$ cat src/rtl/uart_tx_mmio.sv
// Memory-mapped 8N1 UART transmitter.
// Sits on the CPU data bus next to the RAM and decodes its own IO page.
// Bytes written to DATA are queued in a small FIFO, and a serialiser FSM
// sends them out on uart_tx. STATUS reports busy/full/empty and a sticky
// overflow flag.
module uart_tx_mmio #(
    parameter int CLK_HZ     = 12000000,
    parameter int BAUD       = 115200,
    parameter int FIFO_DEPTH = 4,
    parameter int IO_BIT     = 22
) (
    input  logic        clk,
    input  logic        rst_n,
    input  logic [31:0] mem_addr,
    input  logic [31:0] mem_wdata,
    input  logic [3:0]  mem_wmask,
    input  logic        mem_rstrb,
    output logic [31:0] mem_rdata,
    output logic        uart_tx,
    output logic        tx_busy
);

    localparam int DIV   = CLK_HZ / BAUD;
    localparam int CNT_W = (DIV > 1) ? $clog2(DIV) : 1;
    localparam int PTR_W = (FIFO_DEPTH > 1) ? $clog2(FIFO_DEPTH) : 1;

    localparam logic [CNT_W-1:0] CNT_LAST  = CNT_W'(DIV - 1);
    localparam logic [PTR_W:0]   CNT_FULL  = (PTR_W + 1)'(FIFO_DEPTH);
    localparam logic [PTR_W:0]   CNT_ONE   = (PTR_W + 1)'(1);
    localparam logic [PTR_W-1:0] PTR_ONE   = PTR_W'(1);

    typedef enum logic [1:0] {
        ST_IDLE  = 2'd0,
        ST_START = 2'd1,
        ST_DATA  = 2'd2,
        ST_STOP  = 2'd3
    } tx_state_t;

    // ------------------------------------------------------------------
    // Reset: asserted immediately, released on a clock edge through a
    // two-flop synchroniser so all state leaves reset in the same cycle.
    // ------------------------------------------------------------------
    logic [1:0] rst_sync_r;
    logic       rst_int_n_s;

    // Reset synchroniser: async clear, synchronous release.
    always_ff @(posedge clk or negedge rst_n) begin
        if (!rst_n) begin
            rst_sync_r <= 2'b00;
        end else begin
            rst_sync_r <= {rst_sync_r[0], 1'b1};
        end
    end

    assign rst_int_n_s = rst_sync_r[1];

    // ------------------------------------------------------------------
    // Bus decode
    // ------------------------------------------------------------------
    logic       sel_s;
    logic [1:0] reg_idx_s;
    logic       wr_s;
    logic       rd_s;
    logic       push_req_s;
    logic       ovf_clr_s;
    logic       unused_bus_s;

    assign sel_s      = mem_addr[IO_BIT];
    assign reg_idx_s  = mem_addr[3:2];
    assign wr_s       = sel_s && (mem_wmask != 4'b0000);
    assign rd_s       = sel_s && mem_rstrb;
    assign push_req_s = wr_s && (reg_idx_s == 2'd0) && mem_wmask[0];
    assign ovf_clr_s  = wr_s && (reg_idx_s == 2'd1);

    // Address/data bits outside the decoded fields are deliberately ignored.
    assign unused_bus_s = ^{mem_addr, mem_wdata[31:8]};

    // ------------------------------------------------------------------
    // FIFO state
    // ------------------------------------------------------------------
    logic [7:0]     fifo_mem_r [FIFO_DEPTH];
    logic [PTR_W-1:0] wr_ptr_r;
    logic [PTR_W-1:0] rd_ptr_r;
    logic [PTR_W:0]   count_r;
    logic [PTR_W:0]   count_n_s;
    logic             fifo_empty_s;
    logic             fifo_full_s;
    logic             push_s;
    logic             pop_s;
    logic [7:0]       fifo_head_s;

    assign fifo_empty_s = (count_r == '0);
    assign fifo_full_s  = (count_r == CNT_FULL);
    // Fullness is judged at the start of the cycle, so a same-cycle pop
    // never makes room for a push.
    assign push_s       = push_req_s && !fifo_full_s;
    assign fifo_head_s  = fifo_mem_r[rd_ptr_r];

    // ------------------------------------------------------------------
    // Serialiser state
    // ------------------------------------------------------------------
    tx_state_t        state_r;
    tx_state_t        state_n_s;
    logic [CNT_W-1:0] baud_cnt_r;
    logic [CNT_W-1:0] baud_cnt_n_s;
    logic [2:0]       bit_idx_r;
    logic [2:0]       bit_idx_n_s;
    logic [7:0]       shift_r;
    logic [7:0]       shift_n_s;
    logic             tx_d_s;
    logic             busy_d_s;
    logic             overflow_r;
    logic [31:0]      rdata_d_s;

    // Serialiser next-state: frame sequencing, baud timing and FIFO pop.
    always_comb begin
        state_n_s    = state_r;
        baud_cnt_n_s = baud_cnt_r;
        bit_idx_n_s  = bit_idx_r;
        shift_n_s    = shift_r;
        pop_s        = 1'b0;
        case (state_r)
            ST_IDLE: begin
                if (!fifo_empty_s) begin
                    pop_s        = 1'b1;
                    shift_n_s    = fifo_head_s;
                    baud_cnt_n_s = '0;
                    state_n_s    = ST_START;
                end else begin
                    baud_cnt_n_s = '0;
                end
            end
            ST_START: begin
                if (baud_cnt_r == CNT_LAST) begin
                    baud_cnt_n_s = '0;
                    bit_idx_n_s  = 3'd0;
                    state_n_s    = ST_DATA;
                end else begin
                    baud_cnt_n_s = baud_cnt_r + CNT_W'(1);
                end
            end
            ST_DATA: begin
                if (baud_cnt_r == CNT_LAST) begin
                    baud_cnt_n_s = '0;
                    shift_n_s    = {1'b0, shift_r[7:1]};
                    if (bit_idx_r == 3'd7) begin
                        state_n_s = ST_STOP;
                    end else begin
                        bit_idx_n_s = bit_idx_r + 3'd1;
                    end
                end else begin
                    baud_cnt_n_s = baud_cnt_r + CNT_W'(1);
                end
            end
            ST_STOP: begin
                if (baud_cnt_r == CNT_LAST) begin
                    baud_cnt_n_s = '0;
                    // Chain straight into the next frame when data is waiting.
                    if (!fifo_empty_s) begin
                        pop_s     = 1'b1;
                        shift_n_s = fifo_head_s;
                        state_n_s = ST_START;
                    end else begin
                        state_n_s = ST_IDLE;
                    end
                end else begin
                    baud_cnt_n_s = baud_cnt_r + CNT_W'(1);
                end
            end
            default: begin
                state_n_s    = ST_IDLE;
                baud_cnt_n_s = '0;
            end
        endcase
    end

    // Line level for the next cycle, derived from the next state so the
    // registered pin lines up exactly with the state it represents.
    always_comb begin
        tx_d_s = 1'b1;
        case (state_n_s)
            ST_START: tx_d_s = 1'b0;
            ST_DATA:  tx_d_s = shift_n_s[0];
            ST_STOP:  tx_d_s = 1'b1;
            default:  tx_d_s = 1'b1;
        endcase
    end

    // FIFO occupancy update from the accepted push and the FSM pop.
    always_comb begin
        count_n_s = count_r;
        case ({push_s, pop_s})
            2'b10:   count_n_s = count_r + CNT_ONE;
            2'b01:   count_n_s = count_r - CNT_ONE;
            default: count_n_s = count_r;
        endcase
    end

    assign busy_d_s = (state_n_s != ST_IDLE) || (count_n_s != '0);

    // Register read mux; DATA and reserved slots read as zero.
    always_comb begin
        rdata_d_s = 32'd0;
        case (reg_idx_s)
            2'd1:    rdata_d_s = {28'd0, overflow_r, fifo_empty_s, fifo_full_s, tx_busy};
            default: rdata_d_s = 32'd0;
        endcase
    end

    // FIFO pointers and occupancy count.
    always_ff @(posedge clk or negedge rst_int_n_s) begin
        if (!rst_int_n_s) begin
            wr_ptr_r <= '0;
            rd_ptr_r <= '0;
            count_r  <= '0;
        end else begin
            if (push_s) begin
                wr_ptr_r <= wr_ptr_r + PTR_ONE;
            end
            if (pop_s) begin
                rd_ptr_r <= rd_ptr_r + PTR_ONE;
            end
            count_r <= count_n_s;
        end
    end

    // FIFO storage; flushed on reset so no stale byte can be replayed.
    always_ff @(posedge clk or negedge rst_int_n_s) begin
        if (!rst_int_n_s) begin
            for (int i = 0; i < FIFO_DEPTH; i++) begin
                fifo_mem_r[i] <= 8'd0;
            end
        end else if (push_s) begin
            fifo_mem_r[wr_ptr_r] <= mem_wdata[7:0];
        end
    end

    // Serialiser state register.
    always_ff @(posedge clk or negedge rst_int_n_s) begin
        if (!rst_int_n_s) begin
            state_r    <= ST_IDLE;
            baud_cnt_r <= '0;
            bit_idx_r  <= 3'd0;
            shift_r    <= 8'd0;
        end else begin
            state_r    <= state_n_s;
            baud_cnt_r <= baud_cnt_n_s;
            bit_idx_r  <= bit_idx_n_s;
            shift_r    <= shift_n_s;
        end
    end

    // Registered line driver and busy flag (glitch-free outputs).
    always_ff @(posedge clk or negedge rst_int_n_s) begin
        if (!rst_int_n_s) begin
            uart_tx <= 1'b1;
            tx_busy <= 1'b0;
        end else begin
            uart_tx <= tx_d_s;
            tx_busy <= busy_d_s;
        end
    end

    // Sticky overflow: set by a dropped push, cleared by any STATUS write.
    always_ff @(posedge clk or negedge rst_int_n_s) begin
        if (!rst_int_n_s) begin
            overflow_r <= 1'b0;
        end else if (push_req_s && fifo_full_s) begin
            overflow_r <= 1'b1;
        end else if (ovf_clr_s) begin
            overflow_r <= 1'b0;
        end
    end

    // Read data register; holds its value between selected reads.
    always_ff @(posedge clk or negedge rst_int_n_s) begin
        if (!rst_int_n_s) begin
            mem_rdata <= 32'd0;
        end else if (rd_s) begin
            mem_rdata <= rdata_d_s;
        end
    end

endmodule

$ cat config.mk
export PLATFORM = sky130hd
export DESIGN_NAME = uart_tx_mmio
export DESIGN_NICKNAME = d
export VERILOG_FILES = /design/src/rtl/uart_tx_mmio.sv
export SDC_FILE = /design/constraint.sdc
export NUM_CORES = 1
export LEC_CHECK = 0
export BUFFER_PORTS_ARGS = -buffer_cell sky130_fd_sc_hd__clkbuf_2
export CORE_MARGIN = 4
export CORE_UTILIZATION = 47
export DETAILED_ROUTE_END_ITERATION = 10
export GPL_ROUTABILITY_DRIVEN = 0
export GPL_TIMING_DRIVEN = 0
export PLACE_DENSITY = 0.76
export SETUP_SLACK_MARGIN = 0.2
export SKIP_LAST_GASP = 1
export SYNTH_ARGS = -nofsm -noshare
export SYNTH_HDL_FRONTEND = slang
export SYNTH_SLANG_ARGS = --single-unit
$ cat constraint.sdc
create_clock -name clk -period 2.1 [get_ports clk]
set_input_delay 0.42 -clock clk [delete_from_list [all_inputs] [get_ports clk]]
set_output_delay 0.42 -clock clk [all_outputs]
set_load 0.005 [all_outputs]
==> reports/qor.txt, run 1 <==
clk_lat worst skew: 350 ps
initial drt markers: 128
clock share of power: 28.2%
worst rel slew slack: 44.3%
Setup WS pre-CTS: -593 ps
post-synth cell types: 46
internal power: 2700 uW
Net Sw Frac: 28.2%
# rows: 31
clk slew on worst S/H paths: 80 ps
crit path time final: 2400 ps
Comb power frac: 22.8%
Syn Area/Cell: 11.8 um^2
hpwl dp: 4670 um
drt drc: 0
I/O pins: 105
slew at the pin with the worst max-slew slack: 835 ps
final setup vio count: 2
Hold Path Class: in2reg
Port Buf Inserts: 23
core box area: 7290 um^2
Bufs on Longest Clock Path: 2
Clock Sinks: 68
worst vdd ir: 0.678 mV
post-synthesis sequential area ratio: 47.9%
antenna-violating nets left: 0
Post-Syn Instances: 302
pwr dens: 849 nW/um^2
via count: 2492
pin count of the biggest net entering global routing: 67
Flop pwr share: 48.9%
Worst setup EP type: register
DIE HEIGHT: 95.0 um
Post-synth ARST share: 100%
most common cell type on the critical path: xor2_1
htree depth: 3
final wirelength: 7020 um
worst-path cell chain: ha_4 -> and3_4 -> a31oi_4 -> nor3_4 -> ha_2 -> inv_2 -> fa_2 -> xor2_1 -> nor2_1 -> xor2_1 -> nor4_1 -> nand2_1
max-slew violations: 0
CP peak stage delay: 390 ps
Final Net Count: 473
CTS buffer count: 9
Synth Flop Type: dfrtp_1
CP arrival: 2630 ps
skew final: 6.27 ps
Clock Tree Root: clkbuf_8
Setup WS post-layout: -304 ps
Worst setup SP type: register
Total GRT Usage: 16.7%
Area Growth Syn to Fin: 24.6%
Avg WL per Cell: 14.3 um
period utilization: 114%
Setup TNS: -432 ps
f_max: 416 MHz
share of cells above drive strength 1: 43.3%
die width: 95.0 um
RSZ-0062 raised after global routing: true
Via density: 5.07
Pre-antenna DRT Iters: 4
slowest stage cell, crit path: dfrtp_1
register bit total from synthesis: 68
Critical Path RT: 2330 ps
grt total ovfl: 0
failing checks: setup timing
net switching power: 1060 uW
number of flops mapped to enable cells by yosys: 0
max cap viols: 0
Starting Density: 48.7%
first-pass GRT wire length: 11500 um
critical path fanouts, max: 2
CP Class: reg2reg
final hold viol count: 0
Total Die Area: 9020 um^2
CTS tree: built
YS warnings: 0
Pleak: 0.00212 uW
status: finished with violations
antenna violations before repair: 0
vias in the first global route: 2445
Antenna Cells: 0
Post-Syn Area: 3550 um^2
==> final cells by class <==
cell class / count / area, um^2
Sequential cell: 68 / 1710
Buffer: 35 / 275
Fill cell: 576 / 2860
Timing Repair Buffer: 48 / 313
Tap cell: 99 / 124
Clock inverter: 6 / 63.8
Multi-Input combinational cell: 213 / 1770
Inverter: 13 / 48.8
Clock buffer: 10 / 128
==> per-layer routing <==
layer	up-vias	share of wire, %	routed length, um	GRT usage, %
met5	-	0	0	0
met4	0	1.4	100	4.93
met3	13	4.5	317	5.18
met2	55	51	3620	28.0
met1	1235	43	2990	20.7
li1	1189	-	-	-
==> cell usage in the layout, fill, tap and decap left out, types with 8 or more instances in the layout <==
| cell | instances |
|---|---|
| conb_1 | 29 |
| nand2_1 | 29 |
| ha_1 | 8 |
| inv_1 | 10 |
| o21ai_0 | 12 |
| buf_4 | 51 |
| a22o_1 | 14 |
| mux2_2 | 32 |
| clkbuf_2 | 25 |
| dfrtp_1 | 63 |
| nor2_1 | 9 |
| clkbuf_8 | 10 |
==> critical path, delay by kind of cell, from the launching register on <==
family                     cells  cell delay, ps
AOI/OAI and AO/OA              1             110
xor gates and xnor gates       2             280
adders and majority gates      3             700
buffers and inverters          1              40
DFF                            1             390
and+or+nand+nor                5             770
==> kinds of logic after synthesis <==
kind of cell	share of synthesized area, %
buffers and inverters	8.59
adder cells (fa/ha/maj)	5.14
AND/OR/NAND/NOR	9.12
flip-flops	47.9
other	0.211
XOR/XNOR	2.46
multiplexers	16.4
AO/OA/AOI/OAI	10.2
==> final timing paths <==
kind,start,end,slack (ps),cells after the start
max reg2reg,baud_cnt_r[0]$_DFF_PN0_,tx_busy$_DFF_PN0_,-300,12
min,mem_wdata[3],fifo_mem_r[19]$_DFFE_PN0P_,340,2
max in group asynchronous,rst_sync_r[1]$_DFF_PN0_,baud_cnt_r[3]$_DFF_PN0_,1050,0
min reg2reg,rst_sync_r[0]$_DFF_PN0_,rst_sync_r[1]$_DFF_PN0_,360,0
min in group asynchronous,rst_n,rst_sync_r[1]$_DFF_PN0_,370,2
max,baud_cnt_r[0]$_DFF_PN0_,tx_busy$_DFF_PN0_,-300,12
==> cells in the mapped netlist, types with 2 or more instances <==
master	n	area (um^2)
dfrtp_1	67	1680
mux2_2	32	360
nand2_1	30	113
buf_4	29	218
a22o_1	14	123
ha_1	13	163
inv_1	13	48.8
o21ai_0	12	60.1
nor2_1	11	41.3
mux4_2	7	158
nor3_1	7	35.0
a21oi_1	6	30.0
xnor2_1	6	52.6
a31o_2	5	43.8
nand3_1	5	25.0
mux2i_1	4	40.0
xor2_1	4	35.0
clkbuf_1	3	11.3
buf_6	2	22.5
conb_1	2	7.51
nand3b_1	2	15.0
nor3b_1	2	15.0
nor4_1	2	12.5
o21ai_1	2	10.0
==> registers in the layout, summed over array words and instances, names as in the netlist <==
signal and flops:
tx_busy 1, shift_r 8, rd_ptr_r 2, baud_cnt_r 7, fifo_mem_r 32, mem_rdata 4
bit_idx_r 3, uart_tx 1, state_r 2, rst_sync_r 2, count_r 3, wr_ptr_r 2
overflow_r 1
==> power by group through the flow <==
stage	Combinational (uW)	Clock, uW	Sequential, uW
finish	859	1060	1840
floorplan	697	0	1800
global placement	802	0	1840
global route	959	1150	1880
CTS	865	1080	1840
detailed placement	838	0	1870
==> metrics by stage <==
stage	power, uW	instance area [um^2]	std cells	hold WS [ps]	utilization, %
after floorplan	2500	3690	329	124	-
after global routing	4000	4430	492	336	60.8
after CTS	3790	4300	483	336	59.0
after global placement	2640	3930	451	206	53.9
final	3760	4430	492	344	60.8
after detailed placement	2710	3940	451	207	54.0
==> what timing repair did <==
item | CTS | global route
gates resized for setup | 14 | 14
setup endpoints to repair | 8 | 14
buffers inserted | 15 | 9
pin swaps | 9 | 5
hold buffers | 1 | 0
endpoints found under the hold margin | 2 | 0
(Power assumes the default switching activity.)
==> run 2, diff against run 1 <==
--- a/config.mk
+++ b/config.mk
@@ -5,13 +5,14 @@
 export SDC_FILE = /design/constraint.sdc
 export NUM_CORES = 1
 export LEC_CHECK = 0
+export ABC_AREA = 1
 export BUFFER_PORTS_ARGS = -buffer_cell sky130_fd_sc_hd__clkbuf_2
 export CORE_MARGIN = 4
 export CORE_UTILIZATION = 47
 export DETAILED_ROUTE_END_ITERATION = 10
 export GPL_ROUTABILITY_DRIVEN = 0
 export GPL_TIMING_DRIVEN = 0
-export PLACE_DENSITY = 0.76
+export PLACE_DENSITY = 0.75
 export SETUP_SLACK_MARGIN = 0.2
 export SKIP_LAST_GASP = 1
 export SYNTH_ARGS = -nofsm -noshare
==> reports/qor.txt, run 2 <==
Via density: 4.85
Worst setup SP type: register
grt total ovfl: 0
clock share of power: 47.1%
Largest register FFs: 32
Total GRT Usage: 17.7%
hpwl dp: 5610 um
Pleak: 0.00241 uW
Avg WL per Cell: 12.4 um
Fill cells: 717
internal power: 2170 uW
Syn Area/Cell: 8.04 um^2
Setup WS post-layout: -208 ps
final hold viol count: 0
share of cells above drive strength 1: 22.1%
placed cell areas: 4080 um^2
Compound-Gate Fraction of Synth Area: 13.2%
clk slew on worst S/H paths: 70 ps
dominant cells by area after synthesis: dfrtp_1, nand2_1, o21ai_0
die width: 96.8 um
slew at the pin with the worst max-slew slack: 832 ps
final setup vio count: 1
metal3 WL: 402 um
Worst setup EP type: register
Net Sw Frac: 20.8%
crit path time final: 2310 ps
Post-Syn Instances: 461
Synth Flop Type: dfrtp_1
highest metal used: met4
drt drc: 0
antenna-violating nets left: 0
post-synth cell types: 30
antenna violations before repair: 0
core box area: 7690 um^2
final core occ: 57.9%
Critical Path RT: 2320 ps
skew final: 7.66 ps
area share of the largest cell type after synthesis: 45.2%
worst vdd ir: 0.511 mV
largest family of logic cells by synthesized area: simple AND/OR/NAND/NOR gates
pwr dens: 614 nW/um^2
failing checks: setup timing
commonest non-fill, non-tap cell in the layout: nand2_1
net switching power: 568 uW
DIE HEIGHT: 96.8 um
Bufs on Longest Clock Path: 2
CP arrival: 2530 ps
Hold Path Class: in2reg
worst rel slew slack: 44.5%
vias in the first global route: 3003
Comb power frac: 3.7%
register bit total from synthesis: 68
cell taking the most area after synthesis: dfrtp_1
max cap viols: 0
via count: 3109
# rows: 32
first-pass GRT wire length: 13700 um
Synth Area in XOR/XNOR: 1.42%
Adder-Cell Fraction of Synth Area: 4.93%
final wirelength: 7950 um
Post-synth ARST share: 100%
Port Buf Inserts: 23
Clock Sinks: 68
post-synthesis sequential area ratio: 45.9%
Pre-antenna DRT Iters: 5
CTS buffer count: 9
I/O pins: 105
period utilization: 110%
Setup TNS: -208 ps
final instance area: 4450 um^2
critical path fanouts, max: 2
Antenna Cells: 0
Clock Tree Root: clkbuf_8
number of flops mapped to enable cells by yosys: 0
YS warnings: 0
Most flops, register: fifo_mem_r
Synth top cells by count: nand2_1, dfrtp_1, o21ai_0, inv_1
CTS tree: built
f_max: 433 MHz
initial drt markers: 167
CP Class: reg2reg
wl on met1: 3500 um
Total Die Area: 9380 um^2
Final Net Count: 619
most frequent cells in the layout: nand2_1, dfrtp_1, o21ai_0
Post-Syn Area: 3710 um^2
clk_lat worst skew: 340 ps
Area Growth Syn to Fin: 20.0%
htree depth: 3
Top Registers: fifo_mem_r: 32 flops, shift_r: 8 flops, baud_cnt_r: 7 flops
max-slew violations: 0
Simple-Gate Fraction of Synth Area: 22.2%
WL met2: 3920 um
mux cell area share after synthesis: 0%
status: finished with violations
Starting Density: 48.2%
RSZ-0062 raised after global routing: true
most common cell in the netlist: nand2_1
Flop pwr share: 49.3%
pin count of the biggest net entering global routing: 67
-- run 2: cell count changes after synthesis, moves of 12 or more --
cell,delta
nand2_1,+95
o21ai_0,+52
inv_1,+35
mux2_2,-32
nor2_1,+17
a22o_1,-14
nand3_1,+12
-- run 2: power by group through the flow --
stage	registers, uW	logic (uW)	clock network [uW]
final	1350	99.9	1290
after global placement	1370	94.6	0
after detailed placement	1380	96.0	0
after CTS	1350	97.9	1330
after floorplan	1370	62.2	0
after global routing	1350	113	1380
-- run 2: metal layers --
metal  vias to the layer above  global-route usage (%)
li1                       1556                       -
met1                      1466                    21.0
met2                        78                    30.3
met3                         9                    5.55
met4                         0                    6.05
met5                         -                       0
-- run 2: logic make-up after synthesis --
| kind of cell | after synthesis |
|---|---|
| buffers and inverters | 89 |
| xor gates and xnor gates | 6 |
| adders and majority gates | 14 |
| AOI/OAI and AO/OA | 90 |
| DFF | 68 |
| other | 2 |
| and+or+nand+nor | 192 |
-- run 2: layout make-up --
type                            instances  area, um^2  share of cell area, %
Tap cell                              102         128                   2.87
Timing Repair Buffer                   35         208                   4.67
Clock inverter                          6         113                   2.53
Inverter                               51         196                   4.41
Sequential cell                        68        1710                   38.4
Multi-Input combinational cell        331        1710                   38.3
Clock buffer                           10         128                   2.87
Buffer                                 38         265                   5.96
-- run 2: through the flow --
| step | total power (uW) | instances | setup slack (ps) | hold slack (ps) |
|---|---|---|---|---|
| 6_report | 2730 | 641 | -208 | 325 |
| 5_1_grt | 2850 | 641 | -328 | 325 |
| 4_1_cts | 2770 | 639 | -319 | 305 |
| 3_5_place_dp | 1470 | 613 | -578 | 207 |
| 3_3_place_gp | 1470 | 613 | -559 | 207 |
| 2_1_floorplan | 1430 | 488 | -234 | 124 |
-- run 2: repair_timing --
item | in CTS | in global routing
hold endpoints to repair | 2 | 0
setup buffers | 9 | 2
resized for setup | 10 | 4
hold buffers | 1 | 0
pin swaps | 7 | 5
endpoints found under the setup margin | 3 | 3
-- run 2: path summary, 6_finish.rpt --
path	slack [ps]	cells after the start	startpoint	end
max reg2reg	-210	15	baud_cnt_r[1]$_DFF_PN0_	tx_busy$_DFF_PN0_
min	330	3	mem_wdata[7]	fifo_mem_r[7]$_DFFE_PN0P_
max in group asynchronous	1060	0	rst_sync_r[1]$_DFF_PN0_	state_r[1]$_DFF_PN0_
min reg2reg	360	0	rst_sync_r[0]$_DFF_PN0_	rst_sync_r[1]$_DFF_PN0_
min in group asynchronous	390	2	rst_n	rst_sync_r[0]$_DFF_PN0_
max	-210	15	baud_cnt_r[1]$_DFF_PN0_	tx_busy$_DFF_PN0_
-- run 2: critical path: stages, from the launching register on --
cell     delay [ps]
dfrtp_1         390
ha_4            160
nand2_4          60
nor2_4          110
nand2_4          70
o21ai_4         150
nand2_2          80
inv_2            70
ha_4            130
inv_4            30
fa_2            340
a21oi_2         110
o21ai_1          80
xor2_1          150
nor3_1          160
nand3_1         100
